--- src/rtl/decod_morse.sv ---
// Morse digit receiver: times marks and spaces on a synchronised key line,
// rebuilds the 5-symbol pattern and emits the BCD digit or an error pulse.
module decod_morse #(
    parameter int CNT_W     = 8,
    parameter int DOT_MAX   = 2,
    parameter int GAP_TICKS = 6
) (
    input  logic       clk,
    input  logic       reset,
    input  logic       tick,
    input  logic       key_in,
    output logic [3:0] digit,
    output logic       valid,
    output logic       error,
    output logic       busy
);

    typedef enum logic [1:0] {
        IDLE,
        MARK,
        SPACE,
        EVAL
    } state_t;

    localparam logic [CNT_W-1:0] CNT_MAX = '1;
    localparam logic [CNT_W-1:0] DOT_LIM = CNT_W'(DOT_MAX);
    localparam logic [CNT_W-1:0] GAP_LIM = CNT_W'(GAP_TICKS);

    state_t           state, state_n;
    logic             key_m, key_s;
    logic [4:0]       pattern, pattern_n;
    logic [2:0]       sym_cnt, sym_cnt_n;
    logic             ovf, ovf_n;
    logic             from_space, from_space_n;
    logic [CNT_W-1:0] mark_cnt, mark_cnt_n;
    logic [CNT_W-1:0] space_cnt, space_cnt_n;
    logic [CNT_W-1:0] mark_inc, space_inc;
    logic [3:0]       digit_n;
    logic             valid_n, error_n;
    logic             sym;
    logic             lut_hit;
    logic [3:0]       lut_digit;

    always_comb begin
        lut_hit   = 1'b1;
        lut_digit = 4'd0;
        case (pattern)
            5'b00000: lut_digit = 4'd0;
            5'b10000: lut_digit = 4'd1;
            5'b11000: lut_digit = 4'd2;
            5'b11100: lut_digit = 4'd3;
            5'b11110: lut_digit = 4'd4;
            5'b11111: lut_digit = 4'd5;
            5'b01111: lut_digit = 4'd6;
            5'b00111: lut_digit = 4'd7;
            5'b00011: lut_digit = 4'd8;
            5'b00001: lut_digit = 4'd9;
            default:  lut_hit   = 1'b0;
        endcase
    end

    // The clk that ends a mark or space still counts its tick, so an
    // N-clk mark measures N ticks when tick is held high.
    always_comb begin
        mark_inc  = (mark_cnt == CNT_MAX) ? mark_cnt : mark_cnt + CNT_W'(tick);
        space_inc = (space_cnt == CNT_MAX) ? space_cnt : space_cnt + CNT_W'(tick);
        sym       = (mark_inc <= DOT_LIM);
    end

    always_comb begin
        state_n      = state;
        pattern_n    = pattern;
        sym_cnt_n    = sym_cnt;
        ovf_n        = ovf;
        from_space_n = from_space;
        mark_cnt_n   = mark_cnt;
        space_cnt_n  = space_cnt;
        digit_n      = digit;
        valid_n      = 1'b0;
        error_n      = 1'b0;
        case (state)
            IDLE: begin
                if (key_s) begin
                    state_n      = MARK;
                    mark_cnt_n   = '0;
                    from_space_n = 1'b0;
                end
            end
            MARK: begin
                if (key_s) begin
                    mark_cnt_n = mark_inc;
                end else if (mark_inc == '0) begin
                    // tickless blip: resume where we were, space count untouched
                    state_n = from_space ? SPACE : IDLE;
                end else begin
                    if (sym_cnt < 3'd5) begin
                        pattern_n = {pattern[3:0], sym};
                        sym_cnt_n = sym_cnt + 3'd1;
                    end else begin
                        ovf_n = 1'b1;
                    end
                    state_n     = SPACE;
                    space_cnt_n = '0;
                end
            end
            SPACE: begin
                space_cnt_n = space_inc;
                if (space_inc >= GAP_LIM) begin
                    state_n = EVAL;
                end else if (key_s) begin
                    state_n      = MARK;
                    mark_cnt_n   = '0;
                    from_space_n = 1'b1;
                end
            end
            EVAL: begin
                if (sym_cnt == 3'd5 && !ovf && lut_hit) begin
                    digit_n = lut_digit;
                    valid_n = 1'b1;
                end else begin
                    error_n = 1'b1;
                end
                pattern_n = '0;
                sym_cnt_n = '0;
                ovf_n     = 1'b0;
                state_n   = IDLE;
            end
            default: state_n = IDLE;
        endcase
    end

    always_ff @(posedge clk) begin
        if (!reset) begin
            key_m      <= 1'b0;
            key_s      <= 1'b0;
            state      <= IDLE;
            pattern    <= '0;
            sym_cnt    <= '0;
            ovf        <= 1'b0;
            from_space <= 1'b0;
            mark_cnt   <= '0;
            space_cnt  <= '0;
            digit      <= '0;
            valid      <= 1'b0;
            error      <= 1'b0;
        end else begin
            key_m      <= key_in;
            key_s      <= key_m;
            state      <= state_n;
            pattern    <= pattern_n;
            sym_cnt    <= sym_cnt_n;
            ovf        <= ovf_n;
            from_space <= from_space_n;
            mark_cnt   <= mark_cnt_n;
            space_cnt  <= space_cnt_n;
            digit      <= digit_n;
            valid      <= valid_n;
            error      <= error_n;
        end
    end

    always_comb busy = (state != IDLE);

endmodule

--- config.mk ---
export PLATFORM = sky130hd
export DESIGN_NAME = decod_morse
export DESIGN_NICKNAME = d
export VERILOG_FILES = /design/src/rtl/decod_morse.sv
export SDC_FILE = /design/constraint.sdc
export NUM_CORES = 1
export LEC_CHECK = 0
export BUFFER_PORTS_ARGS = -buffer_cell sky130_fd_sc_hd__buf_2
export CORE_UTILIZATION = 50
export CTS_BUF_LIST = sky130_fd_sc_hd__clkbuf_8
export DETAILED_ROUTE_END_ITERATION = 8
export HOLD_SLACK_MARGIN = 0.15
export PLACE_DENSITY = 0.65
export SETUP_SLACK_MARGIN = 0.1
export SYNTH_ARGS = -nofsm -noshare
export SYNTH_HDL_FRONTEND = slang
export SYNTH_SLANG_ARGS = --single-unit
--- constraint.sdc ---
create_clock -name clk -period 6 [get_ports clk]
set_input_delay 1.5 -clock clk [delete_from_list [all_inputs] [get_ports clk]]
set_output_delay 1.5 -clock clk [all_outputs]
set_load 0.005 [all_outputs]
==> results of run 1 <==
-- per-layer routing --
layer  track usage (%)  vias up
li1                  -      974
met1              31.7      914
met2              36.2       37
met3              5.82        4
met4              8.51        0
met5                 0        -
-- stage by stage --
step / setup slack [ps] / area [um^2] / utilization [%]
2_1_floorplan: 2560 / 2110 / -
3_3_place_gp: 2290 / 2150 / 53.4
3_5_place_dp: 2290 / 2150 / 53.4
5_1_grt: 2480 / 2260 / 56.1
6_report: 2610 / 2260 / 56.1
4_1_cts: 2600 / 2260 / 56.1
-- final cells by class --
type	instances	share of cell area (%)
timing repair buffer	10	2.21
sequential	36	31.9
inverter	13	2.16
multi-input combinational	197	56.2
clock buffer	5	3.04
clock inverter	3	1.72
tap	50	2.77
-- state kept, by name (all words and copies together), names as in the netlist --
| register | flops |
|---|---|
| mark_cnt | 8 |
| from_space | 1 |
| state | 2 |
| pattern | 5 |
| error | 1 |
| sym_cnt | 3 |
| ovf | 1 |
| key_m | 1 |
| key_s | 1 |
| valid | 1 |
| digit | 4 |
| space_cnt | 8 |
-- worst paths after layout --
| check | slack, ps | to |
|---|---|---|
| setup reg to reg | 3540 | mark_cnt[1]$_SDFFE_PN0P_ |
| hold reg to reg | 430 | key_s$_SDFF_PN0_ |
| hold / removal | 430 | key_s$_SDFF_PN0_ |
| setup / recovery | 2610 | mark_cnt[1]$_SDFFE_PN0P_ |
-- worst max-delay path: cells and delay by family --
family	cells	cell delay [ps]
AOI/OAI and AO/OA	3	1110
and+or+nand+nor	2	660
adders and majority gates	1	210
buffers and inverters	1	100
-- logic make-up (layout without fill, tap and decap cells) --
logic type               count (synthesis)  in the layout  share of synthesized area (%)
AND/OR/NAND/NOR                        101            101                           23.9
AO/OA/AOI/OAI                           76             76                           26.3
flip-flops                              36             36                           34.2
buffers and inverters                   28             31                           5.57
multiplexers                            12             12                           5.69
adder cells (fa/ha/maj)                  6              6                           3.56
XOR/XNOR                                 2              2                          0.831
-- where the power goes --
part / internal [W] / leakage (nW) / switching, W
Clock: 0.000122 / 0.0593 / 0.0000874
Sequential: 0.000240 / 0.291 / 0.00000211
Combinational: 0.00000678 / 0.482 / 0.0000124
Total: 0.000369 / 0.832 / 0.000102
-- synth_stat cells (5+ instances only) --
master / count
dfxtp_1: 36
nand2_1: 29
nor2_1: 21
o21ai_0: 17
clkbuf_1: 12
inv_1: 12
mux2i_1: 12
a21oi_1: 11
nand3_1: 10
nor3_1: 8
a31oi_1: 7
ha_1: 6
nand2b_1: 6
o211ai_1: 6
nand4_1: 5
==> impl_results.md, run 1 <==
* Remaining DRCs at 0
* FF+latch area at ~720 um^2
* GRT Residual Overflow at 0
* Final Net Count at roughly 270
* Clock Sinks at 36
* RSZ-0062 raised after global routing: false
* Wire length on met3 at between 150 and 200 um
* Port Buf Inserts at 10
* Root Driver: clkbuf_8
* Max-Cap Viols at 0
* Antenna violations before repair at 0
* Static leakage at between 0.8 and 0.9 nW
* Clock tree buffer depth at 2
* Commonest non-fill, non-tap cell in the layout: dfxtp_1
* Post-synthesis async set-or-reset flop share at 0%
* Status: completed
* Hold Startpoint: key_m$_SDFF_PN0_
* Die height at roughly 67 um
* Top post-synthesis cells by area: dfxtp_1, mux2i_1, nand2_1
* H-tree Lvls at 2
* Hold buffer count at cts at 0
* Placed insts at around 300
* M1 wire length at 2.24 mm
* Routability congestion estimate at roughly 0.86
* Setup violators final at 0
* Worst endpoint data arrival time at about 3600 ps
* Core Area at 4030 um^2
* Post-DP HPWL at approximately 3.2 mm
* HP Class: flop to flop
* Library cells used by synthesis at 56
* Syn. warnings at 0
* CTS tree: done
* Setup Crit Path Kind: primary input to flop
* Initial Util at approximately 52%
* Crit-path slowest cell: or4_1
* Critical R2R Launch: space_cnt[0]$_SDFFE_PN0P_
* Post-CTS setup buffers at 0
* Number of synthesized flops with an enable pin at 0
* Sequential area share after synthesis at 34.2%
* Worst-Skew Late Latency at approximately 290 ps
* R2r worst-path depth at 6
* Yosys top cell by area: dfxtp_1
* ANT nets after route at 0
* Overall die width at roughly 67 um
* Routed wire length at about 4.5 mm
* Rel. slew slack at between 30% and 40%
* Met2 wire length at 2.07 mm
* Row count at 23
* Ant. Diodes at 0
* Largest stage delay, worst path at 500 ps
* Flops & latches, synth at 36
* Final Cycle Share at a little under three fifths
* Syn Inst Count at around 260
* Clock transition at path regs at 70 ps
* Syn avg cell area at between 8 and 9 um^2
* WHS Path Cells at 1
* Synth Cell Area at around 2100 um^2
* Syn-to-layout area delta at 7.18%
* PostCTS Resize Cnt at 0
* Min Tclk post-route at 3390 ps
* 1st-pass router iterations at 4
* First-pass GRT wire length at slightly below 8 mm
* GRT Overall Usage at 23.6%
* Share of layout cells above drive strength 1 at a little under an eighth
* Worst VDD drop at roughly 100 uV
* Ys flop type: dfxtp_1
* Setup TNS at 0 ps
* Synthesized Nets at 271
* Total clock buffers created by CTS at 5
* Worst slew pin tran at 935 ps
* Routed length per instance at ~14 um
* Largest net degree at the start of global routing at 17
* Worst hold margin at approximately 430 ps
* CP startpoint: tick
* Die ar. at approximately 4500 um^2
* Initial DRC count at about 190
* F_max at between 0.2 and 0.3 GHz
* Max-slew violations at 0
* Crit-path cells: buf_2, ha_1, nand3_2, or4_1, a221o_1, o32a_4, a32o_2
* Uppermost layer routed: met4
* DR vias at just under 2,000
* Fillers at between 400 and 500
* Commonest non-fill, non-tap cells in the layout: dfxtp_1, nand2_1, nor2_1, o21ai_0, inv_1
* PwrDens at roughly 210 nW/um^2
* Vias in the first global route at about 1,700
* Via density at ~6.1
* CP Data Required Time at 6180 ps
* Multi-input logic area at roughly 1300 um^2
* Crit. End Element: flop
* Nature of the critical path startpoint: primary input
* Final Hold Vio Count at 0
* Clk_skew at approximately 7 ps
* Yosys top cell area share at 34.2%
* Total Power at 0.000471 W
* Critical Path Fanout Max at 7
* Num ports at 11
* Fin cells at around 310
(Power assumes the default switching activity.)
==> inputs of run 2 (changes only) <==
--- a/config.mk
+++ b/config.mk
@@ -10,7 +10,7 @@
 export CTS_BUF_LIST = sky130_fd_sc_hd__clkbuf_8
 export DETAILED_ROUTE_END_ITERATION = 8
 export HOLD_SLACK_MARGIN = 0.15
-export PLACE_DENSITY = 0.65
+export PLACE_DENSITY = 0.68
 export SETUP_SLACK_MARGIN = 0.1
 export SYNTH_ARGS = -nofsm -noshare
 export SYNTH_HDL_FRONTEND = slang
==> constraint.sdc (replaced) <==
create_clock -name clk -period 3.1 [get_ports clk]
set_input_delay 0.775 -clock clk [delete_from_list [all_inputs] [get_ports clk]]
set_output_delay 0.775 -clock clk [all_outputs]
set_load 0.005 [all_outputs]
==> run 2 against run 1 <==
Compared with the run above:
- worst hold slack better by 4.6 ps
- worst setup slack worse by 2200 ps
- count of clock-buffer cells in the layout stayed put
- critical path depth stayed put
- die area stayed put
- register-to-register slack worse by 2900 ps
- non-clock buffer count is 5 higher
- design area is 3.9% higher
- utilization is 2.2 points higher
- power is 130% higher
- via count is 0.26% lower
- sequential share of layout area is 1.2 points lower
- largest cell class unchanged
==> impl_results.md, run 2 (same netlist as run 1, synthesis figures left out) <==
* Max-slew violations at 0 (unchanged)
* Fin cells at 319 (was 314)
* Worst-Skew Late Latency at 290 ps (about the same)
* Worst slew pin tran at 675 ps (was 935 ps)
* CTS tree: done (unchanged)
* Remaining DRCs at 0 (unchanged)
* Hold buffer count at cts at 0 (unchanged)
* GRT Overall Usage at 22.7% (was 23.6%)
* Routability congestion estimate at 0.847 (was 0.863)
* Die height at 67.0 um (unchanged)
* Crit-path slowest cell: or4_1 (unchanged)
* Share of layout cells above drive strength 1 at 13.4% (was 11.4%)
* Largest stage delay, worst path at 490 ps (was 500 ps)
* Clock transition at path regs at 70 ps (about the same)
* Crit-path cells: buf_2, ha_1, nand3_2, or4_1, a221o_1, o32a_4, o221a_1 (was buf_2, ha_1, nand3_2, or4_1, a221o_1, o32a_4, a32o_2)
* Initial DRC count at 152 (was 191)
* Num ports at 11 (unchanged)
* ANT nets after route at 0 (unchanged)
* Initial Util at 52.4% (unchanged)
* Root Driver: clkbuf_8 (unchanged)
* Post-CTS setup buffers at 0 (unchanged)
* Clock Sinks at 36 (unchanged)
* GRT Residual Overflow at 0 (unchanged)
* Row count at 23 (unchanged)
* H-tree Lvls at 2 (unchanged)
* First-pass GRT wire length at 7.76 mm (was 7.91 mm)
* Largest regs: mark_cnt (8), space_cnt (8), pattern (5) (unchanged)
* Largest net degree at the start of global routing at 17 (unchanged)
* Final Cycle Share at between 80 and 90%
* Commonest non-fill, non-tap cells in the layout: dfxtp_1, nand2_1, nor2_1, o21ai_0 (was dfxtp_1, nand2_1, nor2_1, o21ai_0, inv_1)
* PostCTS Resize Cnt at 0 (unchanged)
* Hold EP: key_s$_SDFF_PN0_ (unchanged)
* Clock tree buffer depth at 2 (unchanged)
* R2r worst-path depth at 6 (unchanged)
* Antenna violations before repair at 0 (unchanged)
* Critical R2R Launch: space_cnt[0]$_SDFFE_PN0P_ (unchanged)
* Routed length per instance at 14.2 um (was 14.4 um)
* Total clock buffers created by CTS at 5 (unchanged)
* CP Data Required Time at 3270 ps (was 6180 ps)
* Ant. Diodes at 0 (unchanged)
* 1st-pass router iterations at 5 (was 4)
* Final Net Count at 278 (was 273)
* HP Class: flop to flop (unchanged)
* Worst VDD drop at 221 uV (was 99.9 uV)
* RSZ-0062 raised after global routing: false (unchanged)
* Total Power at 0.00108 W (was 0.000471 W)
* Setup violators final at 0 (unchanged)
* Overall die width at 67.0 um (unchanged)
* Placed insts at 311 (was 306)
* Die ar. at 4480 um^2 (unchanged)
* Routed wire length at 4.54 mm (was 4.52 mm)
* Static leakage at 0.876 nW (was 0.832 nW)
* Worst endpoint data arrival time at 2840 ps (was 3580 ps)
* DR vias at 1,924 (was 1,929)
* Rel. slew slack at 55.0% (was 37.7%)
* Status: completed (unchanged)
* Min Tclk post-route at between 2000 and 3000 ps
* Setup TNS at 0 ps (unchanged)
* Commonest non-fill, non-tap cell in the layout: dfxtp_1 (unchanged)
* Syn-to-layout area delta at 11.4% (was 7.18%)
* Vias in the first global route at 1,762 (was 1,681)
* F_max at between 0.3 and 0.4 GHz
* Port Buf Inserts at 10 (unchanged)
* WHS Path Cells at 1 (unchanged)
* Hold Startpoint: key_m$_SDFF_PN0_ (unchanged)
* Clk_skew at 6.73 ps (was 7.06 ps)
* Worst R2R End: mark_cnt[7]$_SDFFE_PN0P_ (was mark_cnt[1]$_SDFFE_PN0P_)
* Setup Crit Path Kind: primary input to flop (unchanged)
* Nature of the critical path startpoint: primary input (unchanged)
* Crit. End Element: flop (unchanged)
* Final Hold Vio Count at 0 (unchanged)
* Critical Path Fanout Max at 7 (unchanged)
* Core Area at 4030 um^2 (unchanged)
* PwrDens at 461 nW/um^2 (was 208 nW/um^2)
* Reg2reg setup slack at 620 ps (was 3540 ps)
* Via density at 6.03 (was 6.14)
* Post-DP HPWL at 3.25 mm (was 3.18 mm)
* Max-Cap Viols at 0 (unchanged)
-- run 2: changes by cell type in the layout (fill, tap and decap cells not counted), sizes merged --
| cell | change |
|---|---|
| bufinv | +2 |
| clkinv | -1 |
| buf | +5 |
| inv | -1 |
-- run 2: worst max path at each step --
stage	startpoint	end	slack [ps]	cells after the start
floorplan	tick	mark_cnt[0]$_SDFFE_PN0P_	390	6
global placement	tick	mark_cnt[0]$_SDFFE_PN0P_	200	7
detailed placement	tick	mark_cnt[7]$_SDFFE_PN0P_	170	7
CTS	tick	mark_cnt[0]$_SDFFE_PN0P_	450	7
global route	tick	mark_cnt[0]$_SDFFE_PN0P_	400	7
finish	tick	mark_cnt[7]$_SDFFE_PN0P_	440	7
-- run 2: per-stage QoR --
| stage | util (%) | hold WS (ps) | area, um^2 | setup slack, ps |
|---|---|---|---|---|
| finish | 58.3 | 438 | 2350 | 437 |
| floorplan | - | 412 | 2110 | 389 |
| global placement | 54.4 | 414 | 2190 | 205 |
| detailed placement | 54.4 | 420 | 2190 | 168 |
| CTS | 58.3 | 436 | 2350 | 449 |
| global route | 58.3 | 462 | 2350 | 401 |
-- run 2: layout make-up --
| class | instances | area, um^2 |
|---|---|---|
| clock buffers | 5 | 68.8 |
| clock inverters | 3 | 90.1 |
| fillers | 379 | 1680 |
| inverters | 13 | 48.8 |
| multi-input cells | 197 | 1270 |
| flip-flops and latches | 36 | 721 |
| well taps | 50 | 62.6 |
| repair buffers | 15 | 87.6 |
-- run 2: critical path: cells and delay by family --
| family | cells | cell delay [ps] |
|---|---|---|
| adders and majority gates | 1 | 230 |
| AOI/OAI and AO/OA | 3 | 1090 |
| buffers and inverters | 1 | 90 |
| and+or+nand+nor | 2 | 650 |
-- run 2: power by group --
group | switching [W] | internal, W | leakage [nW]
Sequential | 0.00000399 | 0.000465 | 0.291
Combinational | 0.0000246 | 0.0000162 | 0.507
Clock | 0.000170 | 0.000402 | 0.0784
Total | 0.000199 | 0.000884 | 0.876
-- run 2: layer usage --
metal  share of wire [%]  GRT usage [%]  vias to the layer above
li1                    -              -                      987
met1                  48           28.9                      894
met2                  47           36.4                       37
met3                 3.5           5.48                        6
met4                0.88           9.04                        0
met5                   0              0                        -
==> inputs of run 3 (changes only) <==
--- a/config.mk
+++ b/config.mk
@@ -6,11 +6,13 @@
 export NUM_CORES = 1
 export LEC_CHECK = 0
 export BUFFER_PORTS_ARGS = -buffer_cell sky130_fd_sc_hd__buf_2
-export CORE_UTILIZATION = 50
+export CELL_PAD_IN_SITES_DETAIL_PLACEMENT = 1
+export CELL_PAD_IN_SITES_GLOBAL_PLACEMENT = 1
+export CORE_UTILIZATION = 43
 export CTS_BUF_LIST = sky130_fd_sc_hd__clkbuf_8
 export DETAILED_ROUTE_END_ITERATION = 8
 export HOLD_SLACK_MARGIN = 0.15
-export PLACE_DENSITY = 0.68
+export PLACE_DENSITY = 0.76
 export SETUP_SLACK_MARGIN = 0.1
 export SYNTH_ARGS = -nofsm -noshare
 export SYNTH_HDL_FRONTEND = slang
==> run 3 against run 2 <==
Compared with the run above:
- utilization down 9.2 points
- first-iteration DRC count down 45%
- final cell count up 5.3%
- worst hold slack better by 1.2 ps
- via count up 3.0%
- non-clock buffer count unchanged
- combinational power up 2%
- sequential power about the same
- critical endpoint is now mark_cnt[0]$_SDFFE_PN0P_
- largest power group is now registers
- highest routed layer unchanged
==> impl_results.md, run 3 (same netlist as run 1, synthesis figures left out) <==
* Final Cycle Share at 86.5% (was 85.9%)
* Setup violators final at 0 (unchanged)
* Routed wire length at 5.32 mm (was 4.54 mm)
* Min Tclk post-route at 2680 ps (was 2660 ps)
* GRT Residual Overflow at 0 (unchanged)
* Commonest non-fill, non-tap cell in the layout: dfxtp_1 (unchanged)
* H-tree Lvls at 2 (unchanged)
* Root Driver: clkbuf_8 (unchanged)
* Worst VDD drop at 249 uV (was 221 uV)
* Crit-path leading delay family: compound AO/OA/AOI/OAI gates (unchanged)
* Static leakage at 0.857 nW (was 0.876 nW)
* GRT Overall Usage at 22.4% (was 22.7%)
* Hold buffer count at cts at 0 (unchanged)
* Syn-to-layout area delta at 9.96% (was 11.4%)
* Rel. slew slack at 58.3% (was 55.0%)
* Clock tree buffer depth at 2 (unchanged)
* Overall die width at 72.0 um (was 67.0 um)
* Routability congestion estimate at 0.792 (was 0.847)
* Row count at 25 (was 23)
* Final Net Count at 278 (unchanged)
* Routed length per instance at 15.8 um (was 14.2 um)
* ANT nets after route at 0 (unchanged)
* Worst slew pin tran at 625 ps (was 675 ps)
* Worst slack at placement at 128 ps (was 168 ps)
* DR vias at 1,982 (was 1,924)
* Core Area at 4720 um^2 (was 4030 um^2)
* Largest regs: mark_cnt (8), space_cnt (8), pattern (5) (unchanged)
* Die ar. at 5190 um^2 (was 4480 um^2)
* Port Buf Inserts at 10 (unchanged)
* Clock transition at path regs at 70 ps (about the same)
* Largest stage delay, worst path at 500 ps (was 490 ps)
* Worst hold margin at 439 ps (was 438 ps)
* Total clock buffers created by CTS at 5 (unchanged)
* Setup TNS at 0 ps (unchanged)
* Fillers at 590 (was 379)
* HP Class: flop to flop (unchanged)
* Worst endpoint data arrival time at 2860 ps (was 2840 ps)
* Crit-path slowest cell: or4_1 (unchanged)
* First-pass GRT wire length at 9.27 mm (was 7.76 mm)
* Worst setup margin at 419 ps (was 437 ps)
* Post-DP HPWL at 3.74 mm (was 3.25 mm)
* CP Data Required Time at 3270 ps (about the same)
* Placed insts at 328 (was 311)
* Antenna violations before repair at 0 (unchanged)
* RSZ-0062 raised after global routing: false (unchanged)
* CTS tree: done (unchanged)
* Reg2reg setup slack at 600 ps (was 620 ps)
* Initial Util at 44.7% (was 52.4%)
* Core Util, Final at 49.1% (was 58.3%)
* Clock Sinks at 36 (unchanged)
* Fin cells at 336 (was 319)
* Status: completed (unchanged)
* Nature of the critical path startpoint: primary input (unchanged)
* Remaining DRCs at 0 (unchanged)
* Max-slew violations at 0 (unchanged)
* Via density at 5.90 (was 6.03)
* Crit-path cells: buf_2, ha_1, nand3_2, or4_1, a221o_1, o32a_4, a32o_2 (was buf_2, ha_1, nand3_2, or4_1, a221o_1, o32a_4, o221a_1)
* PostCTS Resize Cnt at 0 (unchanged)
* Ant. Diodes at 0 (unchanged)
* Crit path buf inv count at 1 (unchanged)
* Setup Crit Path Kind: primary input to flop (unchanged)
* Largest net degree at the start of global routing at 17 (unchanged)
* Initial DRC count at 84 (was 152)
* Commonest non-fill, non-tap cells in the layout: dfxtp_1, nand2_1, nor2_1, o21ai_0, inv_1 (was dfxtp_1, nand2_1, nor2_1, o21ai_0)
* Post-CTS setup buffers at 0 (unchanged)
* PwrDens at 397 nW/um^2 (was 461 nW/um^2)
* Final Hold Vio Count at 0 (unchanged)
* Clk_skew at 9.08 ps (was 6.73 ps)
* Crit. End Element: flop (unchanged)
* 1st-pass router iterations at 4 (was 5)
* Max-Cap Viols at 0 (unchanged)
* Share of layout cells above drive strength 1 at 13.0% (was 13.4%)
* Vias in the first global route at 1,935 (was 1,762)
* Critical Path Fanout Max at 7 (unchanged)
* Die height at 72.0 um (was 67.0 um)
* F_max at 0.373 GHz (was 0.375 GHz)
* Worst-Skew Late Latency at 290 ps (about the same)
* Num ports at 11 (unchanged)
-- run 3: cell count changes in the layout (fill, tap and decap cells not counted) --
cell,previous run,this run
bufinv_16,3,1
clkinv_2,0,1
inv_1,12,13
-- run 3: routing by layer --
| layer | wire, um | share of wire, % | global-route usage [%] |
|---|---|---|---|
| met5 | 0 | 0 | 0 |
| met2 | 2490 | 47 | 37.2 |
| met4 | 59 | 1.1 | 6.32 |
| met3 | 130 | 2.4 | 3.75 |
| met1 | 2640 | 50 | 30.2 |
-- run 3: final timing paths --
| path | startpoint | to | cells after the start |
|---|---|---|---|
| worst min register to register | key_m$_SDFF_PN0_ | key_s$_SDFF_PN0_ | 1 |
| worst max-delay path | tick | mark_cnt[0]$_SDFFE_PN0P_ | 7 |
| worst min-delay path | key_m$_SDFF_PN0_ | key_s$_SDFF_PN0_ | 1 |
| worst max register to register | space_cnt[0]$_SDFFE_PN0P_ | mark_cnt[0]$_SDFFE_PN0P_ | 6 |
-- run 3: worst reg2reg max path, cell delays in order (launching register included) --
cell and delay [ps]:
dfxtp_1 380, ha_1 240, nand3_2 160, or4_1 500, a221o_1 400, o32a_4 440, a32o_2 280
-- run 3: cell type report --
class                      count  area [um^2]  area share (%)
clock buffer                   5         68.8            2.97
sequential                    36          721            31.1
inverter                      13         48.8            2.10
multi-input combinational    197         1270            54.8
clock inverter                 3         38.8            1.67
timing repair buffer          15         87.6            3.78
tap                           67         83.8            3.61
-- run 3: power breakdown --
| part | internal (W) | switching, W |
|---|---|---|
| Sequential | 0.000465 | 0.00000429 |
| Combinational | 0.0000163 | 0.0000255 |
| Clock | 0.000235 | 0.000173 |
| Total | 0.000717 | 0.000203 |
-- run 3: stage by stage --
step / area, um^2 / total power [W]
3_3_place_gp: 2210 / 0.000521
4_1_cts: 2320 / 0.000927
6_report: 2320 / 0.000920
3_5_place_dp: 2210 / 0.000522
5_1_grt: 2320 / 0.000959
2_1_floorplan: 2110 / 0.000506
